--- config.mk ---
export PLATFORM = sky130hd
export DESIGN_NAME = serial_subtractor_ctrl
export DESIGN_NICKNAME = d
export VERILOG_FILES = /design/src/rtl/serial_subtractor_ctrl_pkg.sv /design/src/rtl/serial_subtractor_ctrl_sub_cell.sv /design/src/rtl/serial_subtractor_ctrl.sv
export SDC_FILE = /design/constraint.sdc
export NUM_CORES = 1
export LEC_CHECK = 0
export ABC_AREA = 1
export CAP_MARGIN = 20
export CORE_ASPECT_RATIO = 1.5
export CORE_MARGIN = 4
export CORE_UTILIZATION = 52
export CTS_CLUSTER_SIZE = 40
export DETAILED_ROUTE_END_ITERATION = 16
export GPL_TIMING_DRIVEN = 0
export PLACE_DENSITY = 0.89
export SETUP_SLACK_MARGIN = 0.1
export SLEW_MARGIN = 5
export SYNTH_ARGS = -nofsm -noshare
export SYNTH_HDL_FRONTEND = slang
export SYNTH_HIERARCHICAL = 1
export SYNTH_SLANG_ARGS = --single-unit
--- constraint.sdc ---
create_clock -name clk -period 1.8 [get_ports clk]
set_clock_uncertainty 0.05 [all_clocks]
set_input_delay 0.18 -clock clk [delete_from_list [all_inputs] [get_ports clk]]
set_output_delay 0.18 -clock clk [all_outputs]
set_load 0.005 [all_outputs]
--- src/rtl/serial_subtractor_ctrl_pkg.sv ---
// ---------------------------------------------------------------------------
// serial_sub_pkg
// Shared definitions for the bit-serial subtractor controller.
//   DEFAULT_WIDTH : default operand/result width in bits
//   sub_state_t   : controller states (IDLE, RUN, DONE)
// ---------------------------------------------------------------------------
package serial_sub_pkg;

   localparam int DEFAULT_WIDTH = 8;

   typedef enum logic [1:0] {
      IDLE = 2'd0,
      RUN  = 2'd1,
      DONE = 2'd2
   } sub_state_t;

endpackage : serial_sub_pkg

--- src/rtl/serial_subtractor_ctrl_sub_cell.sv ---
// ---------------------------------------------------------------------------
// sub_cell
// Combinational 1-bit full subtractor computing x - y - bi.
//   x  : minuend bit
//   y  : subtrahend bit
//   bi : borrow in
//   d  : difference bit
//   bo : borrow out
// ---------------------------------------------------------------------------
module sub_cell (
   input  logic x,
   input  logic y,
   input  logic bi,
   output logic d,
   output logic bo
);

   // A borrow leaves this bit when y is set and x is clear, or when x and y
   // are equal and a borrow is already coming in from below.
   assign d  = x ^ y ^ bi;
   assign bo = (~x & y) | (~(x ^ y) & bi);

endmodule : sub_cell

--- src/rtl/serial_subtractor_ctrl.sv ---
// ---------------------------------------------------------------------------
// serial_subtractor_ctrl
// Bit-serial WIDTH-bit subtractor: computes a - b - bin with one full
// subtractor cell over WIDTH clock cycles, LSB first, with a registered
// borrow chain and a start/done handshake.
//   clk   : system clock, rising-edge active
//   rst_n : asynchronous active-low reset
//   start : request a subtraction (sampled only in IDLE)
//   a, b  : minuend / subtrahend, captured on the accepted start edge
//   bin   : initial borrow-in, captured on the accepted start edge
//   busy  : high while the operation is in RUN
//   done  : one-cycle pulse, result valid
//   diff  : a - b - bin mod 2^WIDTH
//   bout  : final borrow-out (unsigned a < b + bin)
//   ovf   : signed two's-complement overflow
// ---------------------------------------------------------------------------
module serial_subtractor_ctrl
   import serial_sub_pkg::*;
#(
   parameter int WIDTH = DEFAULT_WIDTH
) (
   input  logic             clk,
   input  logic             rst_n,
   input  logic             start,
   input  logic [WIDTH-1:0] a,
   input  logic [WIDTH-1:0] b,
   input  logic             bin,
   output logic             busy,
   output logic             done,
   output logic [WIDTH-1:0] diff,
   output logic             bout,
   output logic             ovf
);

   localparam int CNT_W = (WIDTH > 1) ? $clog2(WIDTH) : 1;
   localparam logic [CNT_W-1:0] CNT_LAST = CNT_W'(WIDTH - 1);

   sub_state_t       state_q, state_d;
   logic [WIDTH-1:0] aSh_q, aSh_d;
   logic [WIDTH-1:0] bSh_q, bSh_d;
   logic [WIDTH-1:0] res_q, res_d;
   logic [WIDTH-1:0] diff_q, diff_d;
   logic [CNT_W-1:0] cnt_q, cnt_d;
   logic             br_q, br_d;
   logic             aMsb_q, aMsb_d;
   logic             bMsb_q, bMsb_d;
   logic             bout_q, bout_d;
   logic             ovf_q, ovf_d;
   logic             cellD, cellBo;
   logic [WIDTH-1:0] resNext;

   // The single arithmetic cell always works on the current LSBs of the
   // operand shift registers and the registered borrow.
   sub_cell uCell (
      .x  (aSh_q[0]),
      .y  (bSh_q[0]),
      .bi (br_q),
      .d  (cellD),
      .bo (cellBo)
   );

   // Result bits arrive LSB first, so they enter at the top and walk down;
   // after WIDTH shifts the first bit has reached position 0.
   assign resNext = {cellD, res_q[WIDTH-1:1]};

   // Next-state and datapath control. The operand MSBs are kept aside at
   // capture time because the shift registers no longer hold them when the
   // overflow flag is formed on the final bit.
   always_comb begin
      state_d = state_q;
      aSh_d   = aSh_q;
      bSh_d   = bSh_q;
      res_d   = res_q;
      diff_d  = diff_q;
      cnt_d   = cnt_q;
      br_d    = br_q;
      aMsb_d  = aMsb_q;
      bMsb_d  = bMsb_q;
      bout_d  = bout_q;
      ovf_d   = ovf_q;

      case (state_q)
         IDLE: begin
            if (start) begin
               state_d = RUN;
               aSh_d   = a;
               bSh_d   = b;
               br_d    = bin;
               cnt_d   = '0;
               aMsb_d  = a[WIDTH-1];
               bMsb_d  = b[WIDTH-1];
            end
         end
         RUN: begin
            res_d = resNext;
            aSh_d = aSh_q >> 1;
            bSh_d = bSh_q >> 1;
            br_d  = cellBo;
            cnt_d = cnt_q + CNT_W'(1);
            if (cnt_q == CNT_LAST) begin
               state_d = DONE;
               cnt_d   = '0;
               diff_d  = resNext;
               bout_d  = cellBo;
               ovf_d   = (aMsb_q != bMsb_q) && (cellD != aMsb_q);
            end
         end
         DONE: begin
            state_d = IDLE;
         end
         default: begin
            state_d = IDLE;
         end
      endcase
   end

   // State and datapath registers; reset discards any operation in flight.
   always_ff @(posedge clk or negedge rst_n) begin
      if (!rst_n) begin
         state_q <= IDLE;
         aSh_q   <= '0;
         bSh_q   <= '0;
         res_q   <= '0;
         diff_q  <= '0;
         cnt_q   <= '0;
         br_q    <= 1'b0;
         aMsb_q  <= 1'b0;
         bMsb_q  <= 1'b0;
         bout_q  <= 1'b0;
         ovf_q   <= 1'b0;
      end else begin
         state_q <= state_d;
         aSh_q   <= aSh_d;
         bSh_q   <= bSh_d;
         res_q   <= res_d;
         diff_q  <= diff_d;
         cnt_q   <= cnt_d;
         br_q    <= br_d;
         aMsb_q  <= aMsb_d;
         bMsb_q  <= bMsb_d;
         bout_q  <= bout_d;
         ovf_q   <= ovf_d;
      end
   end

   assign busy = (state_q == RUN);
   assign done = (state_q == DONE);
   assign diff = diff_q;
   assign bout = bout_q;
   assign ovf  = ovf_q;

endmodule : serial_subtractor_ctrl

==> metrics.md <==
| Metric | Value |
|---|---|
| Outcome | `finished, final reports clean` |
| Unrepaired setup endpoints after global routing | `yes` |
| Antenna-violating nets left | `0` |
| Largest net degree at the start of global routing | `23` |
| Die Wd | `57.3 µm` |
| Syn_nets | `approximately 250` |
| Site row count | `26` |
| Logic pwr share | `42.1%` |
| Final Setup Violations | `0` |
| Core ar. | `3450 µm²` |
| Worst Reg-to-Reg Cells | `7` |
| Total power divided by cell area | `between 1500 and 2000 nW/µm²` |
| FF-to-FF setup slack | `roughly 0.34 ns` |
| First-pass GRT wire length | `~6500 µm` |
| Count of pins over their slew limit | `0` |
| Psw | `about 1400 µW` |
| P_int | `2510 µW` |
| Power share of the sequential group | `about 39%` |
| WP data arrival | `around 1.5 ns` |
| Die Y | `between 80 and 90 µm` |
| Clock-pin slew on the worst setup and hold paths | `approximately 0.07 ns` |
| Layout Nets | `290` |
| Vias per Instance | `approximately 5.0` |
| Yosys warning count | `6` |
| DRC errors left | `0` |
| Diodes inserted | `0` |
| Drt total wl | `roughly 3700 µm` |
| Area contributors post-synth | `dfrtp_1 (54%), nand2_1 (22%), nand3_1 (4.5%)` |
| Endpoint type of the worst setup path | `output pin` |
| Wire per inst | `between 10 and 15 µm` |
| Die ar. | `4700 µm²` |
| Post-synth EDFFs | `0` |
| RR Startpoint | `bSh_q[0]` |
| Initial Util | `between 50% and 60%` |
| Fmax | `about 0.59 GHz` |
| DRT Pass-1 Iters | `4` |
| Final Hold Vio Count | `0` |
| Setup CP Type | `reg2out` |
| Req. time, crit path | `approximately 1.6 ns` |
| Clock latency on the worst-skew pair | `between 0.2 and 0.3 ns` |
| Async S/R FF share, synth | `100%` |
| Most frequent cell after synthesis | `nand2_1` |
| Gr ovfl total | `0` |
| Share of layout cells above drive strength 1 | `10.1%` |
| Initial antenna violation count | `0` |
| Root buffer cell | `clkbuf_8` |
| CP max FO | `19` |
| Slew HR | `between 60% and 70%` |
| CTS Buf Count | `5` |
| Vias | `between 1.5k and 2k` |
| Dominant cell type by area after synthesis | `dfrtp_1` |
| Place WS | `about 0.22 ns` |
| Global-route usage over all layers | `between 15 and 20%` |
| Max rail drop VDD | `between 1 and 1.5 mV` |
| Clock share of power | `about a fifth` |
| FILL cells | `about 290` |
| Post-synth cell types | `17` |
| # IOs | `32` |
| Min cycle time layout | `approximately 1.7 ns` |
| Post-Syn Instances | `228` |
| Vias in the first global route | `around 1.5k` |
| Hold Path Class | `in2async` |
| # clock sinks | `roughly 40` |
| Average size of a mapped cell | `slightly above 8 µm²` |
| H-tree depth | `2` |
| Tightest Pin Transition | `between 0.4 and 0.5 ns` |
| CP Launch Type | `flip-flop` |
| DR iter-0 viols | `36` |
| Setup TNS | `0 ns` |
| Yosys top cell area share | `roughly 54%` |
| Reg2reg end | `ovf` |
| Commonest register cell after synthesis | `dfrtp_1` |
| Fin util | `70.1%` |
| Clock tree buffer depth | `2` |
| GP Congestion | `~0.79` |
| Max-cap viol count | `0` |
| # port buffers | `31` |
| Post-synthesis sequential area ratio | `54.1%` |
| CTS tree | `yes` |
| Design area | `around 2400 µm²` |
| Final worst slack | `around 0.11 ns` |
| Most frequent cells after synthesis | `nand2_1 (113), dfrtp_1 (41), nand3_1 (17)` |
| Post-DP Area | `around 2300 µm²` |
| Sw Share | `a little over a third` |
| Syn-to-layout area delta | `27.4%` |
| Leak | `~0.0013 µW` |
| Period utilization | `a little over nine tenths` |
| Synth Cell Area | `about 1900 µm²` |
| Flops & latches, synth | `41` |
| DP HPWL | `between 2000 and 3000 µm` |
[worst max path at each step]
stage	from	endpoint	slack [ns]	cells past startpoint
after floorplan	bSh_q[0]	ovf	0.47	7
after global placement	rst_n	bSh_q[4]	-0.44	1
after detailed placement	state_q[0]	done	0.22	4
after CTS	state_q[0]	done	0.1	3
after global routing	state_q[0]	done	0.04	3
final	state_q[0]	done	0.11	3
[routing by layer]
metal | vias up | GRT usage [%] | part of all wire [%]
met5 | - | 0 | 0
met4 | 0 | 7.42 | 1.8
met3 | 6 | 4.40 | 5.8
met2 | 45 | 30.7 | 53
met1 | 716 | 22.0 | 40
li1 | 775 | - | -
[stage by stage]
stage,hold WS [ns],cells,power (µW)
after global placement,0.409,301,3110
after global routing,0.374,310,4300
after CTS,0.343,309,3960
after floorplan,-0.166,228,2630
final,0.338,310,3950
after detailed placement,0.117,302,3200
[cell usage in the layout, fill, tap and decap left out, types with 3 or more instances in the layout]
cell type / instances
nand2_1: 113
clkbuf_8: 6
clkdlybuf4s50_1: 30
inv_1: 16
o21ai_0: 12
nand3_1: 17
buf_6: 5
dfrtp_1: 40
buf_4: 3
o21ai_1: 7
[final cells by class]
type                    instances  area, µm²  share of cell area (%)
plain buffers                   8       76.3                    3.16
clock buffers                   7       86.3                    3.57
clock inverters                 1       30.0                    1.24
inverters                      18       72.6                    3.00
multi-input cells             159        721                    29.8
flip-flops and latches         41       1030                    42.5
well taps                      42       52.6                    2.18
repair buffers                 34        350                    14.5
[repair_timing]
action	in CTS	in global routing
hold endpoints to repair	19	0
resized for setup	2	2
hold buffers	1	0
endpoints found under the setup margin	2	2
setup buffers	0	1
pin swaps	1	0
[power groups by stage]
stage | Combinational, µW | Clock (µW) | Sequential, µW
final | 1670 | 747 | 1540
after global routing | 1900 | 808 | 1590
after CTS | 1660 | 761 | 1540
after detailed placement | 1650 | 0 | 1550
after global placement | 1570 | 0 | 1530
after floorplan | 1120 | 0 | 1510
[logic make-up (layout without fill, tap and decap cells)]
logic type	after synthesis	in the layout	synth area share (%)
AO/OA/AOI/OAI	20	20	5.87
adder cells (fa/ha/maj)	3	3	2.37
AND/OR/NAND/NOR	136	136	29.6
flip-flops	41	41	54.1
buffers and inverters	28	68	8.05
[critical path, cell delays in order, from the launching register on]
cell and delay [ns]:
dfrtp_1 0.39, buf_6 0.18, nor2_2 0.10, clkdlybuf4s50_1 0.50
[flip-flops by register name (all words and copies together) (netlist names)]
register and count:
res_q 7, aMsb_q 1, ovf 1, bMsb_q 1, cnt_q 3, diff 8, bout 1, state_q 2
br_q 1, aSh_q 8, bSh_q 8
Power figures use the tool's default switching activity.
